### src/rtl/axis_iq_packetizer.sv
// Joins separate real/imag AXI streams into one interleaved I/Q stream framed for an S2MM DMA.
// Optional sticky tlast-mismatch flag enabled by defining IQ_PKT_ERRFLAG_EN.
module axis_iq_packetizer #(
  parameter int unsigned SDATA_WIDTH  = 128,
  parameter int unsigned SAMPLE_WIDTH = 16,
  parameter int unsigned SAMPLES      = SDATA_WIDTH / SAMPLE_WIDTH,
  parameter int unsigned PACKET_BEATS = 256
) (
  input  logic                     clock,
  input  logic                     resetn,
  input  logic                     s_axis_real_tvalid,
  output logic                     s_axis_real_tready,
  input  logic [SDATA_WIDTH-1:0]   s_axis_real_tdata,
  input  logic                     s_axis_real_tlast,
  input  logic                     s_axis_imag_tvalid,
  output logic                     s_axis_imag_tready,
  input  logic [SDATA_WIDTH-1:0]   s_axis_imag_tdata,
  input  logic                     s_axis_imag_tlast,
  output logic [SDATA_WIDTH-1:0]   m_axis_s2mm_tdata,
  output logic [SDATA_WIDTH/8-1:0] m_axis_s2mm_tkeep,
  output logic                     m_axis_s2mm_tvalid,
  input  logic                     m_axis_s2mm_tready,
`ifdef IQ_PKT_ERRFLAG_EN
  output logic                     err_tlast_mismatch,
`endif
  output logic                     m_axis_s2mm_tlast
);

  localparam int unsigned Half = SAMPLES / 2;
  localparam int unsigned CntW = (PACKET_BEATS > 1) ? $clog2(PACKET_BEATS) : 1;
  localparam logic [CntW-1:0] CntMax = CntW'(PACKET_BEATS - 1);

  typedef enum logic [1:0] {StEmpty, StLo, StHi} state_e;

  state_e                 state_q, state_d;
  logic [SDATA_WIDTH-1:0] real_q, real_d;
  logic [SDATA_WIDTH-1:0] imag_q, imag_d;
  logic                   in_last_q, in_last_d;
  logic [CntW-1:0]        cnt_q, cnt_d;
  logic                   can_accept;
  logic                   join_pair;
  logic                   out_hs;

  function automatic logic [SDATA_WIDTH-1:0] interleave(input logic [SDATA_WIDTH-1:0] re,
                                                        input logic [SDATA_WIDTH-1:0] im,
                                                        input logic                   hi);
    logic [SDATA_WIDTH-1:0] w;
    int unsigned            base;
    w    = '0;
    base = hi ? Half : 32'd0;
    for (int unsigned k = 0; k < Half; k++) begin
      w[2*k*SAMPLE_WIDTH +: SAMPLE_WIDTH]     = re[(base+k)*SAMPLE_WIDTH +: SAMPLE_WIDTH];
      w[(2*k+1)*SAMPLE_WIDTH +: SAMPLE_WIDTH] = im[(base+k)*SAMPLE_WIDTH +: SAMPLE_WIDTH];
    end
    return w;
  endfunction

  // resetn gates readiness so both tready outputs drop the instant reset asserts.
  assign can_accept = resetn &&
                      ((state_q == StEmpty) || (state_q == StHi && m_axis_s2mm_tready));
  assign s_axis_real_tready = can_accept && s_axis_imag_tvalid;
  assign s_axis_imag_tready = can_accept && s_axis_real_tvalid;
  assign join_pair = can_accept && s_axis_real_tvalid && s_axis_imag_tvalid;

  assign m_axis_s2mm_tvalid = (state_q != StEmpty);
  assign m_axis_s2mm_tkeep  = {(SDATA_WIDTH/8){m_axis_s2mm_tvalid}};
  assign out_hs             = m_axis_s2mm_tvalid && m_axis_s2mm_tready;
  // Input-derived tlast is only ever attached to the HI beat of its pair.
  assign m_axis_s2mm_tlast  = m_axis_s2mm_tvalid &&
                              ((cnt_q == CntMax) || (state_q == StHi && in_last_q));

  always_comb begin
    m_axis_s2mm_tdata = '0;
    unique case (state_q)
      StLo:    m_axis_s2mm_tdata = interleave(real_q, imag_q, 1'b0);
      StHi:    m_axis_s2mm_tdata = interleave(real_q, imag_q, 1'b1);
      default: m_axis_s2mm_tdata = '0;
    endcase
  end

  always_comb begin
    state_d   = state_q;
    real_d    = real_q;
    imag_d    = imag_q;
    in_last_d = in_last_q;
    cnt_d     = cnt_q;
    if (join_pair) begin
      real_d    = s_axis_real_tdata;
      imag_d    = s_axis_imag_tdata;
      in_last_d = s_axis_real_tlast | s_axis_imag_tlast;
    end
    unique case (state_q)
      StEmpty: if (join_pair) state_d = StLo;
      StLo:    if (m_axis_s2mm_tready) state_d = StHi;
      StHi:    if (m_axis_s2mm_tready) state_d = join_pair ? StLo : StEmpty;
      default: state_d = StEmpty;
    endcase
    if (out_hs) cnt_d = m_axis_s2mm_tlast ? '0 : cnt_q + 1'b1;
  end

  always_ff @(posedge clock or negedge resetn) begin
    if (!resetn) begin
      state_q   <= StEmpty;
      real_q    <= '0;
      imag_q    <= '0;
      in_last_q <= 1'b0;
      cnt_q     <= '0;
    end else begin
      state_q   <= state_d;
      real_q    <= real_d;
      imag_q    <= imag_d;
      in_last_q <= in_last_d;
      cnt_q     <= cnt_d;
    end
  end

`ifdef IQ_PKT_ERRFLAG_EN
  logic err_q;

  always_ff @(posedge clock or negedge resetn) begin
    if (!resetn) begin
      err_q <= 1'b0;
    end else if (join_pair && (s_axis_real_tlast != s_axis_imag_tlast)) begin
      err_q <= 1'b1;
    end
  end

  assign err_tlast_mismatch = err_q;
`endif

endmodule

### config.mk
export PLATFORM = sky130hd
export DESIGN_NAME = axis_iq_packetizer
export DESIGN_NICKNAME = d
export VERILOG_FILES = /design/src/rtl/axis_iq_packetizer.sv
export SDC_FILE = /design/constraint.sdc
export NUM_CORES = 1
export LEC_CHECK = 0
export BUFFER_PORTS_ARGS = -buffer_cell sky130_fd_sc_hd__buf_2
export CORE_MARGIN = 2
export CORE_UTILIZATION = 40
export CTS_CLUSTER_SIZE = 30
export DETAILED_ROUTE_END_ITERATION = 16
export PLACE_DENSITY = 0.62
export SETUP_SLACK_MARGIN = 0.5
export SYNTH_ARGS = -nofsm -noshare
export SYNTH_HDL_FRONTEND = slang
export SYNTH_SLANG_ARGS = --single-unit
export TNS_END_PERCENT = 10
### constraint.sdc
create_clock -name clock -period 2.1 [get_ports clock]
set_input_delay 0.21 -clock clock [delete_from_list [all_inputs] [get_ports clock]]
set_output_delay 0.21 -clock clock [all_outputs]
set_load 0.03 [all_outputs]
After elaboration in Yosys (flattened, before gate mapping). Index checks and enable logic that the tools add are counted.

Input bits: 263. Word-level logic and storage cells: 33. Register bits after elaboration: 267.

Bitwise operators: 1. Muxes and demuxes: 7. $add $sub $neg: 1. Reduce and logical (&&, ||, !) cells: 13. Equality and inequality tests: 6.

Operator list (number): case mux 128 bit (2 select lines) (1); adder 8 x 1 -> 8 bit (second input constant) (1); equality test 8 bit (second input constant) (1); logical AND 1 bit (8); two-way mux 8 bit (1); two-way mux 2 bit (3); inequality test 2 bit (second input constant) (3); case mux 2 bit (3 select lines) (1); AND reduction 3 bit (1); equality test 2 x 1 -> 1 bit (second input constant) (1); equality test 2 bit (second input constant) (1); logical NOT 2 bit (1); logical OR 1 bit (2); nonzero test 2 bit (1); two-way mux 1 bit (1); bitwise OR 1 bit (1).

Logic depth before layout (Yosys ltp). Gate-level depths: netlist (run 1).

Depth in word-level cells: 9. Gate-level depth with buffers: 8.

Worst setup path after synthesis (run 1). No wires, ideal clock.

Path kind: register -> output. From: register state_q[0]. To: output port m_axis_s2mm_tdata[100]. Cell stages (with the launch flop): 8. Arrival time: 1.899 ns. Required time: 1.890 ns. Setup slack: -0.009 ns. Path through: dfrtp_1 -> inv_1 -> ha_1 -> buf_2 -> clkbuf_1 -> clkbuf_1 -> a22oi_1 -> nor2b_1.

Word-level cells in the longest chain between the ends: 2. Elaborated cells on any way between the ends: 3. Classes of those cells: eq/ne: 2; mux: 1.

Ends and longest elaborated chain: start, declared (RTL line 35) `state_e state_q, state_d;`; start signal, assigned (RTL line 103) `state_q <= StEmpty;`; start signal, assigned (RTL line 109) `state_q <= state_d;`; equality test 2 bit or equality test 2 x 1 -> 1 bit (tied branches) (RTL line 74) `unique case (state_q)`; case mux 128 bit (2 select lines) * (RTL line 74); end, declared (RTL line 19) `output logic [SDATA_WIDTH-1:0] m_axis_s2mm_tdata,`.

Mark *: on every way between the ends. The rest lies on a longest branch, timed or not.

Worst setup path after layout (run 1).
From: register state_q[0]. To: output port m_axis_s2mm_tdata[83].

The elaborated chain is that of the path after synthesis.

==> run_results.csv, run 1 <==
group,metric,value,unit
clock_network,cts.path.max_buffers,3,
clock_network,cts_h_tree_depth,1,
cells_and_area,final_core_utilization,66.79,%
sta,min_clock_period_post_route,2330,ps
floorplanning,floorplan.die_area,0.03529,mm2
worst_setup_path,critPathMaxStageDelay,400,ps
worst_setup_path,critPathCaptureType,"primary output",
grt,grt_antenna_before_repair,8,
pwr,p_leak,0.009846,uW
clock_network,worst_skew_pair.late_latency,550,ps
cells_and_area,nets,1906,
clock_network,clock_sink_count,267,
outcome,violations,"negative setup slack",
cells_and_area,area_delta_synth_final,65.20,%
worst_setup_path,critPathMaxFanout,19,
place,gp_congestion,0.7937,
sta,finalMaxSlewViolations,0,
cells_and_area,top_library_cells_by_usage_in_the_layout_fill_and_taps_aside,"sky130_fd_sc_hd__buf_2, sky130_fd_sc_hd__dfrtp_1, sky130_fd_sc_hd__dlygate4sd3_1",
floorplanning,fp-row-count,67,
cells_and_area,final_common_cell,"sky130_fd_sc_hd__buf_2",
logic_synthesis,synth_xor_xnor_area_share,0,%
worst_setup_path,timing.critical_path.buf_inv,4,
worst_setup_path,cp_cell_sequence,"inv_2 -> ha_4 -> buf_12 -> buf_12 -> a22oi_1 -> nor2b_2 -> clkbuf_4",
sta,worst-slew-pin-transition,877.0,ps
route,remaining_drc_errors,0,
logic_synthesis,synth-main-ff-cell,"sky130_fd_sc_hd__dfrtp_1",
clock_network,clock-root-buffer,"sky130_fd_sc_hd__clkbuf_16",
sta,rsz0062_at_grt,"true",
route,top_layer,"met4",
logic_synthesis,post_synth_num_cell_types,39,
route,drt_pre_antenna_iters,5,
logic_synthesis,async_flop_share,100.0,%
grt,grt_pass1_vias,11760,
place,dp_hpwl,24580,um
logic_synthesis,syn-cell-area,0.01352,mm2
clock_network,cts_tree,"built",
route,detail_route.vias_per_cell,5.174,
worst_setup_path,critical_path.most_common_cell,"sky130_fd_sc_hd__buf_12",
min_path,hold_path.class,"primary input to flop",
sta,worst_slew_margin_rel,41.53,%
logic_synthesis,share_of_synthesized_cell_area_in_full_adder_half_adder_and_majority_cells,0.5551,%
logic_synthesis,postSynthRegisterBits,267,
place,post-place-cells,1749,
sta,hold_slack,73.66,ps
grt,grtUsageTotal,23.91,%
route,dr.first_iter.drc_count,493,
cells_and_area,drive_above_1_share,62.56,%
route,wirelength_met1,19460,um
sta,final_clock_skew,10.68,ps
grt,grt_remaining_overflow,0,
grt,grt_start_max_net_pins,155,
logic_synthesis,seq_area_frac_synth,49.41,%
worst_setup_path,worst-endpoint-required,1890,ps
sta,finalHoldViolCount,0,
logic_synthesis,syn_nets,1205,
route,drt.antenna.violating_nets,0,
worst_setup_path,timing.critical_path.from_type,"flop",
floorplanning,core_region_area,0.03345,mm2
job,number_of_max_cap_violations,0,
pwr,power_density,1351,mW/mm2
route,met2_wirelength,23920,um
worst_setup_path,worstPathArrival,2120,ps
route,wl_met3,2964,um
place,numPortBuffers,410,
outcome,run_status,"finished, violations left",
logic_synthesis,synth_top_family_by_area,"multiplexers",
floorplanning,die_y,187.9,um
sta,final_min_period_over_clock_period,110.9,%
worst_setup_path,path_class,"flop to primary output",
min_path,hold_path.startpoint,"m_axis_s2mm_tready",
logic_synthesis,netlist_instances,936,
floorplanning,initial_core_util,40.43,%
worst_setup_path,timing.reg2reg.worst_path_depth,8,
cells_and_area,stdcell_count,2112,
worst_setup_path,critPathSlowestCell,"sky130_fd_sc_hd__dfrtp_1",
worst_setup_path,first_element_of_the_critical_path,"state_q[0]$_DFFE_PN0P_",
clock_network,cts.reportedPaths.clkPinSlew,60,ps
route,via_count,10927,
logic_synthesis,ys.warnings.count,0,
logic_synthesis,postSynthAreaPerCell,14.45,um2
logic_synthesis,post_synth_and_or_nand_nor_area_fraction,7.189,%
sta,setup_ws,-229.5,ps
worst_setup_path,worstReg2RegStart,"state_q[0]$_DFFE_PN0P_",
route,finalWirelength,48360,um
sta,final_setup_violations,129,
worst_setup_path,cell_family_with_the_largest_share_of_critical_path_delay,"buffers and inverters",
logic_synthesis,synth-compound-area-share,8.438,%
clock_network,clock_buffer_count_from_cts,30,
sta,fmax,0.4293,GHz
logic_synthesis,synth_edf_count,0,
grt,first_pass_grt_wire_length,66910,um
pwr,max-vdd-ir-drop,1.083,mV
logic_synthesis,muxShareOfSynthArea,28.14,%
floorplanning,ios,411,
min_path,hold_path_depth,3,
worst_setup_path,timing.critical_path.depth,7,
floorplanning,die_x,187.9,um
route,routed_wire_length_per_instance,22.90,um
==> power breakdown <==
part           internal [uW]  switching [uW]  total [uW]
Combinational           8650            6440       15100
Sequential              7730            2040        9770
Clock                   3190            2140        5330
==> Yosys cell counts (6+ instances only) <==
library cell | instances | area share [%]
sky130_fd_sc_hd__dfrtp_1 | 267 | 49
sky130_fd_sc_hd__mux2_4 | 240 | 27
sky130_fd_sc_hd__a22oi_1 | 130 | 7.2
sky130_fd_sc_hd__nor2b_1 | 129 | 6.0
sky130_fd_sc_hd__clkbuf_1 | 35 | 0.97
sky130_fd_sc_hd__buf_12 | 26 | 3.8
sky130_fd_sc_hd__buf_4 | 17 | 0.94
sky130_fd_sc_hd__mux2_2 | 17 | 1.4
sky130_fd_sc_hd__nand2_1 | 12 | 0.33
sky130_fd_sc_hd__o21ai_0 | 9 | 0.33
sky130_fd_sc_hd__buf_2 | 7 | 0.26
sky130_fd_sc_hd__ha_1 | 6 | 0.56
==> sequential cells by signal (all words and copies together) (netlist names) <==
name and flops:
state_q 2, in_last_q 1, cnt_q 8, imag_q 128
real_q 128
==> cells by family (layout without fill, tap and decap cells) <==
group | Yosys count | after routing
compound gates | 153 | 153
fa+ha+maj | 6 | 6
buf+inv | 92 | 812
flops | 267 | 267
mux | 258 | 258
other cells | 0 | 8
simple gates | 160 | 160
==> area by class of cell <==
class | count | area (um2)
fill | 2217 | 11110
tap | 448 | 560.5
timing repair buffer | 757 | 6947
multi-input combinational | 577 | 7117
sequential | 267 | 6684
antenna | 8 | 20.02
clock inverter | 6 | 82.58
inverter | 4 | 21.27
clock buffer | 45 | 908.4
==> per-stage QoR <==
stage | setup WS, ps | instance area [um2] | power [uW] | setup TNS, ps
3_5_place_dp | 123.1 | 16590 | 20280 | 0
3_3_place_gp | 160.4 | 16590 | 20080 | 0
4_1_cts | -267.4 | 21220 | 27670 | -26780
2_1_floorplan | 312.1 | 14280 | 17850 | 0
6_report | -229.5 | 22340 | 30180 | -18590
5_1_grt | -307.8 | 22340 | 31450 | -27330
==> worst min-delay path, stage by stage <==
cell                      delay, ps
sky130_fd_sc_hd__buf_2          180
sky130_fd_sc_hd__a32oi_1        110
sky130_fd_sc_hd__o21ai_0         80
==> path summary, 6_finish.rpt <==
check | endpoint | slack [ps]
max reg2reg | real_q[108]$_DFFE_PN0P_ | 40
min | state_q[0]$_DFFE_PN0P_ | 70
max | m_axis_s2mm_tdata[83] | -230
max in group asynchronous | cnt_q[0]$_DFFE_PN0P_ | 790
min reg2reg | imag_q[62]$_DFFE_PN0P_ | 510
min in group asynchronous | real_q[62]$_DFFE_PN0P_ | 580
==> per-layer routing <==
| layer | vias up | GRT usage, % |
|---|---|---|
| met4 | 0 | 10.21 |
| met1 | 5558 | 29.30 |
| met5 | - | 0 |
| met2 | 473 | 41.07 |
| met3 | 125 | 4.773 |
| li1 | 4771 | - |
==> what timing repair did <==
| item | 4_1_cts | 5_1_grt |
|---|---|---|
| resized for setup | 220 | 152 |
| cloned | 6 | 17 |
| endpoints found under the hold margin | 524 | 0 |
| hold buffers | 259 | 0 |
| pin swaps | 19 | 31 |
| buffers inserted | 13 | 9 |
| setup endpoints to repair | 408 | 411 |
(Power assumes the default switching activity.)
==> run 2, diff against run 1 <==
clock period = 2.4 ns   (was 2.1 ns; I/O delays follow)
==> run_results.csv, run 2 (same netlist as run 1, synthesis figures left out) <==
group,metric,value,unit
floorplanning,die_x,187.9,um
route,finalWirelength,48000,um
worst_setup_path,timing.critical_path.from_type,"flop",
sta,finalMaxSlewViolations,0,
floorplanning,core_region_area,0.03345,mm2
sta,final_clock_skew,15.40,ps
pwr,p_leak,0.009978,uW
sta,final_setup_violations,0,
min_path,hold_path.class,"primary input to flop",
floorplanning,initial_core_util,40.43,%
worst_setup_path,worst-endpoint-required,2160,ps
sta,worst-slew-pin-transition,936.5,ps
clock_network,cts_tree,"built",
pwr,max-vdd-ir-drop,0.6964,mV
route,drt.antenna.violating_nets,0,
cells_and_area,nets,1896,
sta,finalHoldViolCount,0,
worst_setup_path,timing.critical_path.buf_inv,4,
floorplanning,die_y,187.9,um
job,number_of_max_cap_violations,0,
grt,grt_pass1_vias,11702,
route,routed_wire_length_per_instance,22.84,um
pwr,power.total,26890,uW
place,dpl-instance-area,0.01605,mm2
sta,final.setup.tns,0,ps
clock_network,clock-root-buffer,"sky130_fd_sc_hd__clkbuf_16",
worst_setup_path,critPathMaxStageDelay,390,ps
sta,min_clock_period_post_route,2366,ps
place,dp_hpwl,22470,um
route,remaining_drc_errors,0,
cells_and_area,final_area,0.02257,mm2
clock_network,worst_skew_pair.late_latency,560,ps
clock_network,cts_h_tree_depth,1,
cells_and_area,drive_above_1_share,61.64,%
sta,fmax,0.4227,GHz
worst_setup_path,cp_cell_sequence,"buf_6 -> ha_4 -> buf_12 -> buf_16 -> a22oi_2 -> nor2b_4 -> buf_6",
worst_setup_path,critPathMaxFanout,8,
clock_network,cts.path.max_buffers,3,
place,post-place-cells,1731,
grt,first_pass_grt_wire_length,68230,um
pwr,power_density,1191,mW/mm2
sta,rsz0062_at_grt,"true",
floorplanning,fp-row-count,67,
cells_and_area,final_common_cell,"sky130_fd_sc_hd__dfrtp_1",
worst_setup_path,r2r_setup_slack,70,ps
clock_network,cts.reportedPaths.clkPinSlew,60,ps
grt,grt_remaining_overflow,0,
route,drt_pre_antenna_iters,4,
worst_setup_path,cell_family_with_the_largest_share_of_critical_path_delay,"buffers and inverters",
clock_network,clock_buffer_count_from_cts,30,
cells_and_area,area_delta_synth_final,66.93,%
place,gp_congestion,0.7751,
worst_setup_path,path_class,"flop to primary output",
route,detail_route.vias_per_cell,5.128,
grt,grt_start_max_net_pins,154,
floorplanning,floorplan.die_area,0.03529,mm2
floorplanning,ios,411,
cells_and_area,top_library_cells_by_usage_in_the_layout_fill_and_taps_aside,"sky130_fd_sc_hd__dfrtp_1, sky130_fd_sc_hd__buf_2, sky130_fd_sc_hd__mux2_4",
worst_setup_path,critPathCaptureType,"primary output",
worst_setup_path,worstPathArrival,2130,ps
cells_and_area,fillerInstances,2171,
sta,final_min_period_over_clock_period,98.57,%
grt,grtUsageTotal,24.57,%
sta,hold_slack,39.31,ps
clock_network,clock_sink_count,267,
outcome,run_status,"finished clean",
cells_and_area,stdcell_count,2102,
worst_setup_path,critical_path.most_common_cell,"sky130_fd_sc_hd__buf_6",
grt,grt_antenna_before_repair,4,
route,via_count,10779,
route,dr.first_iter.drc_count,572,
worst_setup_path,critPathSlowestCell,"sky130_fd_sc_hd__dfrtp_1",
sta,worst_slew_margin_rel,37.57,%
place,numPortBuffers,410,
cells_and_area,top_registers,"imag_q (128), real_q (128), cnt_q (8)",
[run 2: cell types whose count changed in the layout (fill, tap and decap cells not counted), sizes merged]
cell,delta
clkinv,+8
dlymetal6s4s,+1
diode,-4
bufinv,+2
clkbuf,-17
dlygate4sd3,-3
buf,+2
clkinvlp,+1
[run 2: per-layer routing]
metal | up-vias | track usage [%] | part of all wire (%)
met5 | - | 0 | 0
li1 | 4740 | - | -
met4 | 0 | 8.237 | 3.3
met1 | 5489 | 31.24 | 41
met3 | 102 | 4.679 | 5.7
met2 | 448 | 42.08 | 50
[run 2: power breakdown]
group          switching, uW  internal [uW]  total, uW
clock                   1940           2900       4840
combinational           5740           7810      13500
sequential              1750           6760       8510
[run 2: layout make-up]
| type | count | area [um2] | share of cell area [%] |
|---|---|---|---|
| tap | 448 | 560.5 | 2.483 |
| timing repair buffer | 747 | 7102 | 31.46 |
| clock buffer | 38 | 842.1 | 3.730 |
| clock inverter | 17 | 190.2 | 0.8425 |
| sequential | 267 | 6683 | 29.60 |
| inverter | 4 | 18.77 | 0.08314 |
| multi-input combinational | 577 | 7168 | 31.75 |
| antenna | 4 | 10.01 | 0.04434 |
[run 2: timing repair]
item	in CTS	in global routing
pin swaps	40	48
hold buffers	257	0
gates cloned	14	9
endpoints found under the hold margin	523	0
buffers inserted	16	16
resized for setup	310	244
setup endpoints to repair	377	398
[run 2: per-stage QoR]
step                      util (%)  worst slack (ps)
after floorplan                  -             387.9
after global placement       47.97             374.9
after detailed placement     47.97             324.9
after CTS                    63.79             11.41
after global routing         67.48            -30.84
final                        67.49             34.34
[run 2: worst paths after layout]
kind                                           end              startpoint  cells after the start
min in group asynchronous   real_q[33]$_DFFE_PN0P_                  resetn                      3
min reg2reg                 imag_q[81]$_DFFE_PN0P_  imag_q[81]$_DFFE_PN0P_                      1
max reg2reg                imag_q[113]$_DFFE_PN0P_  state_q[0]$_DFFE_PN0P_                      9
max in group asynchronous   real_q[76]$_DFFE_PN0P_                  resetn                      3
max                         m_axis_s2mm_tdata[113]  state_q[0]$_DFFE_PN0P_                      7
min                          in_last_q$_DFFE_PN0P_       s_axis_real_tlast                      3
[run 2: tightest hold or removal path: cells and delay by family]
kind / cells / cell delay, ps
buf+inv: 1 / 80
simple gates: 1 / 60
compound gates: 1 / 190
==> run 3, diff against run 2 <==
REMOVE_ABC_BUFFERS = 1   (was unset)
==> run_results.csv, run 3 (same netlist as run 1, synthesis figures left out) <==
group,metric,value,unit
outcome,run_status,"finished, violations left",
outcome,violations,"negative hold slack, negative setup slack",
clock_network,clock-root-buffer,"sky130_fd_sc_hd__clkbuf_16",
grt,grt_pass1_vias,11751,
job,number_of_max_cap_violations,0,
grt,grtUsageTotal,23.68,%
cells_and_area,top_library_cells_by_usage_in_the_layout_fill_and_taps_aside,"sky130_fd_sc_hd__buf_2, sky130_fd_sc_hd__dfrtp_1, sky130_fd_sc_hd__dlygate4sd3_1",
worst_setup_path,critPathSlowestCell,"sky130_fd_sc_hd__dfrtp_2",
worst_setup_path,cp_cell_sequence,"inv_4 -> ha_4 -> buf_12 -> buf_12 -> buf_16 -> a22oi_1 -> nor2b_1 -> buf_4",
floorplanning,initial_core_util,40.43,%
grt,grt_remaining_overflow,0,
sta,fmax,0.4072,GHz
sta,final_setup_violations,9,
sta,setup_ws,-55.85,ps
clock_network,cts.path.max_buffers,3,
min_path,hold_path.class,"primary input to async pin",
route,via_count,10779,
floorplanning,floorplan.die_area,0.03529,mm2
cells_and_area,top_registers,"imag_q (128), real_q (128), cnt_q (8)",
pwr,power_density,1188,mW/mm2
pwr,sequentialPowerShare,33.4,%
cells_and_area,nets,1885,
sta,finalHoldViolCount,127,
pwr,comb_power_share,46.2,%
pwr,clock_power_share,20.4,%
pwr,power.total,25240,uW
floorplanning,die_y,187.9,um
clock_network,cts.reportedPaths.clkPinSlew,60,ps
sta,rsz0062_at_grt,"true",
floorplanning,fp-row-count,67,
grt,grt_start_max_net_pins,141,
route,detail_route.vias_per_cell,5.157,
floorplanning,die_x,187.9,um
cells_and_area,drive_above_1_share,53.87,%
route,dr.first_iter.drc_count,483,
clock_network,clock_sink_count,267,
sta,final_clock_skew,6.703,ps
grt,first_pass_grt_wire_length,66360,um
sta,final_min_period_over_clock_period,102.3,%
cells_and_area,final_common_cell,"sky130_fd_sc_hd__buf_2",
place,dp_hpwl,22850,um
sta,hold_slack,-275.9,ps
worst_setup_path,path_class,"flop to primary output",
worst_setup_path,critPathMaxStageDelay,450,ps
sta,worst_slew_margin_rel,44.53,%
worst_setup_path,worstPathArrival,2220,ps
worst_setup_path,critPathCaptureType,"primary output",
floorplanning,core_region_area,0.03345,mm2
floorplanning,ios,411,
pwr,max-vdd-ir-drop,0.7339,mV
grt,grt_antenna_before_repair,1,
sta,finalMaxSlewViolations,0,
route,drt.antenna.violating_nets,0,
pwr,sw_frac_of_total,34.62,%
cells_and_area,area_delta_synth_final,57.13,%
route,drt_pre_antenna_iters,5,
worst_setup_path,worst-endpoint-required,2160,ps
place,pre_cts_slack,264.7,ps
route,routed_wire_length_per_instance,22.05,um
clock_network,cts_h_tree_depth,1,
clock_network,clock_buffer_count_from_cts,31,
place,gp_congestion,0.7839,
pwr,power.net_switching,8738,uW
cells_and_area,final_area,0.02125,mm2
place,dpl-instance-area,0.01577,mm2
sta,min_clock_period_post_route,2456,ps
clock_network,worst_skew_pair.late_latency,560,ps
sta,worst-slew-pin-transition,832.1,ps
worst_setup_path,timing.critical_path.from_type,"flop",
worst_setup_path,critical_path.most_common_cell,"sky130_fd_sc_hd__buf_12",
pwr,p_leak,0.009566,uW
place,numPortBuffers,410,
pwr,cell_internal_pwr,16500,uW
clock_network,cts_tree,"built",
cells_and_area,final_core_utilization,63.53,%
clock_network,hold_buffers,256,
worst_setup_path,critPathMaxFanout,7,
route,remaining_drc_errors,0,
route,finalWirelength,46090,um
-- run 3: cell types whose count changed in the layout (fill, tap and decap cells not counted), moves of 6 or more --
cell / delta
sky130_fd_sc_hd__a22oi_1: +30
sky130_fd_sc_hd__a22oi_2: -30
sky130_fd_sc_hd__buf_2: +18
sky130_fd_sc_hd__buf_4: +85
sky130_fd_sc_hd__buf_6: -91
sky130_fd_sc_hd__buf_8: -19
sky130_fd_sc_hd__clkinv_2: -6
sky130_fd_sc_hd__mux2_2: +10
sky130_fd_sc_hd__mux2_4: -10
sky130_fd_sc_hd__nor2b_1: +98
sky130_fd_sc_hd__nor2b_2: -40
sky130_fd_sc_hd__nor2b_4: -58
-- run 3: what timing repair did --
action | 4_1_cts | 5_1_grt
endpoints found under the setup margin | 393 | 405
setup buffers | 15 | 4
hold endpoints to repair | 383 | 127
gates cloned | 13 | 8
pin swaps | 5 | 35
gates resized for setup | 127 | 216
-- run 3: path summary, 6_finish.rpt --
| kind | cells past startpoint | startpoint | slack [ps] | end |
|---|---|---|---|---|
| hold reg to reg | 1 | imag_q[66]$_DFFE_PN0P_ | 510 | imag_q[66]$_DFFE_PN0P_ |
| setup / recovery | 8 | state_q[0]$_DFFE_PN0P_ | -60 | m_axis_s2mm_tdata[38] |
| setup reg to reg | 9 | state_q[0]$_DFFE_PN0P_ | 80 | real_q[98]$_DFFE_PN0P_ |
| max in group asynchronous | 3 | resetn | 1440 | imag_q[63]$_DFFE_PN0P_ |
| hold / removal | 2 | resetn | -280 | state_q[0]$_DFFE_PN0P_ |
| min in group clock | 3 | s_axis_real_tlast | 40 | in_last_q$_DFFE_PN0P_ |
-- run 3: worst max-delay path: cells and delay by family, from the launching register on --
family,cells,cell delay [ps]
and+or+nand+nor,1,210
buffers and inverters,5,710
AOI/OAI and AO/OA,1,80
DFF,1,450
adders and majority gates,1,210
-- run 3: layer usage --
layer	vias up	part of all wire, %	routed length (um)	global-route usage (%)
met5	-	0	0	0
met3	117	5.7	2639	4.361
met4	0	4.6	2098	9.055
met2	507	50	23080	41.25
li1	4706	-	-	-
met1	5449	40	18270	29.17
-- run 3: stage by stage --
| step | instances | setup TNS, ps |
|---|---|---|
| after floorplan | 848 | -2107710 |
| after global placement | 1735 | 0 |
| after detailed placement | 1735 | 0 |
| after CTS | 2077 | 0 |
| after global routing | 2090 | -2787 |
| final | 2090 | -176.7 |
-- run 3: area by class of cell --
class                      instances  area (um2)
clock buffer                      45       918.4
inverter                           4       23.77
antenna                            1       2.502
timing repair buffer             735        6395
tap                              448       560.5
sequential                       267        6686
fill                            2353       12200
clock inverter                    13       200.2
multi-input combinational        577        6462
-- run 3: power groups by stage --
| stage | clock network, uW | registers (uW) | logic [uW] |
|---|---|---|---|
| after floorplan | 0 | 7710 | 7320 |
| after global placement | 0 | 8090 | 8420 |
| after detailed placement | 0 | 8120 | 8580 |
| after CTS | 5230 | 8140 | 10400 |
| after global routing | 5440 | 8670 | 12200 |
| final | 5150 | 8440 | 11700 |
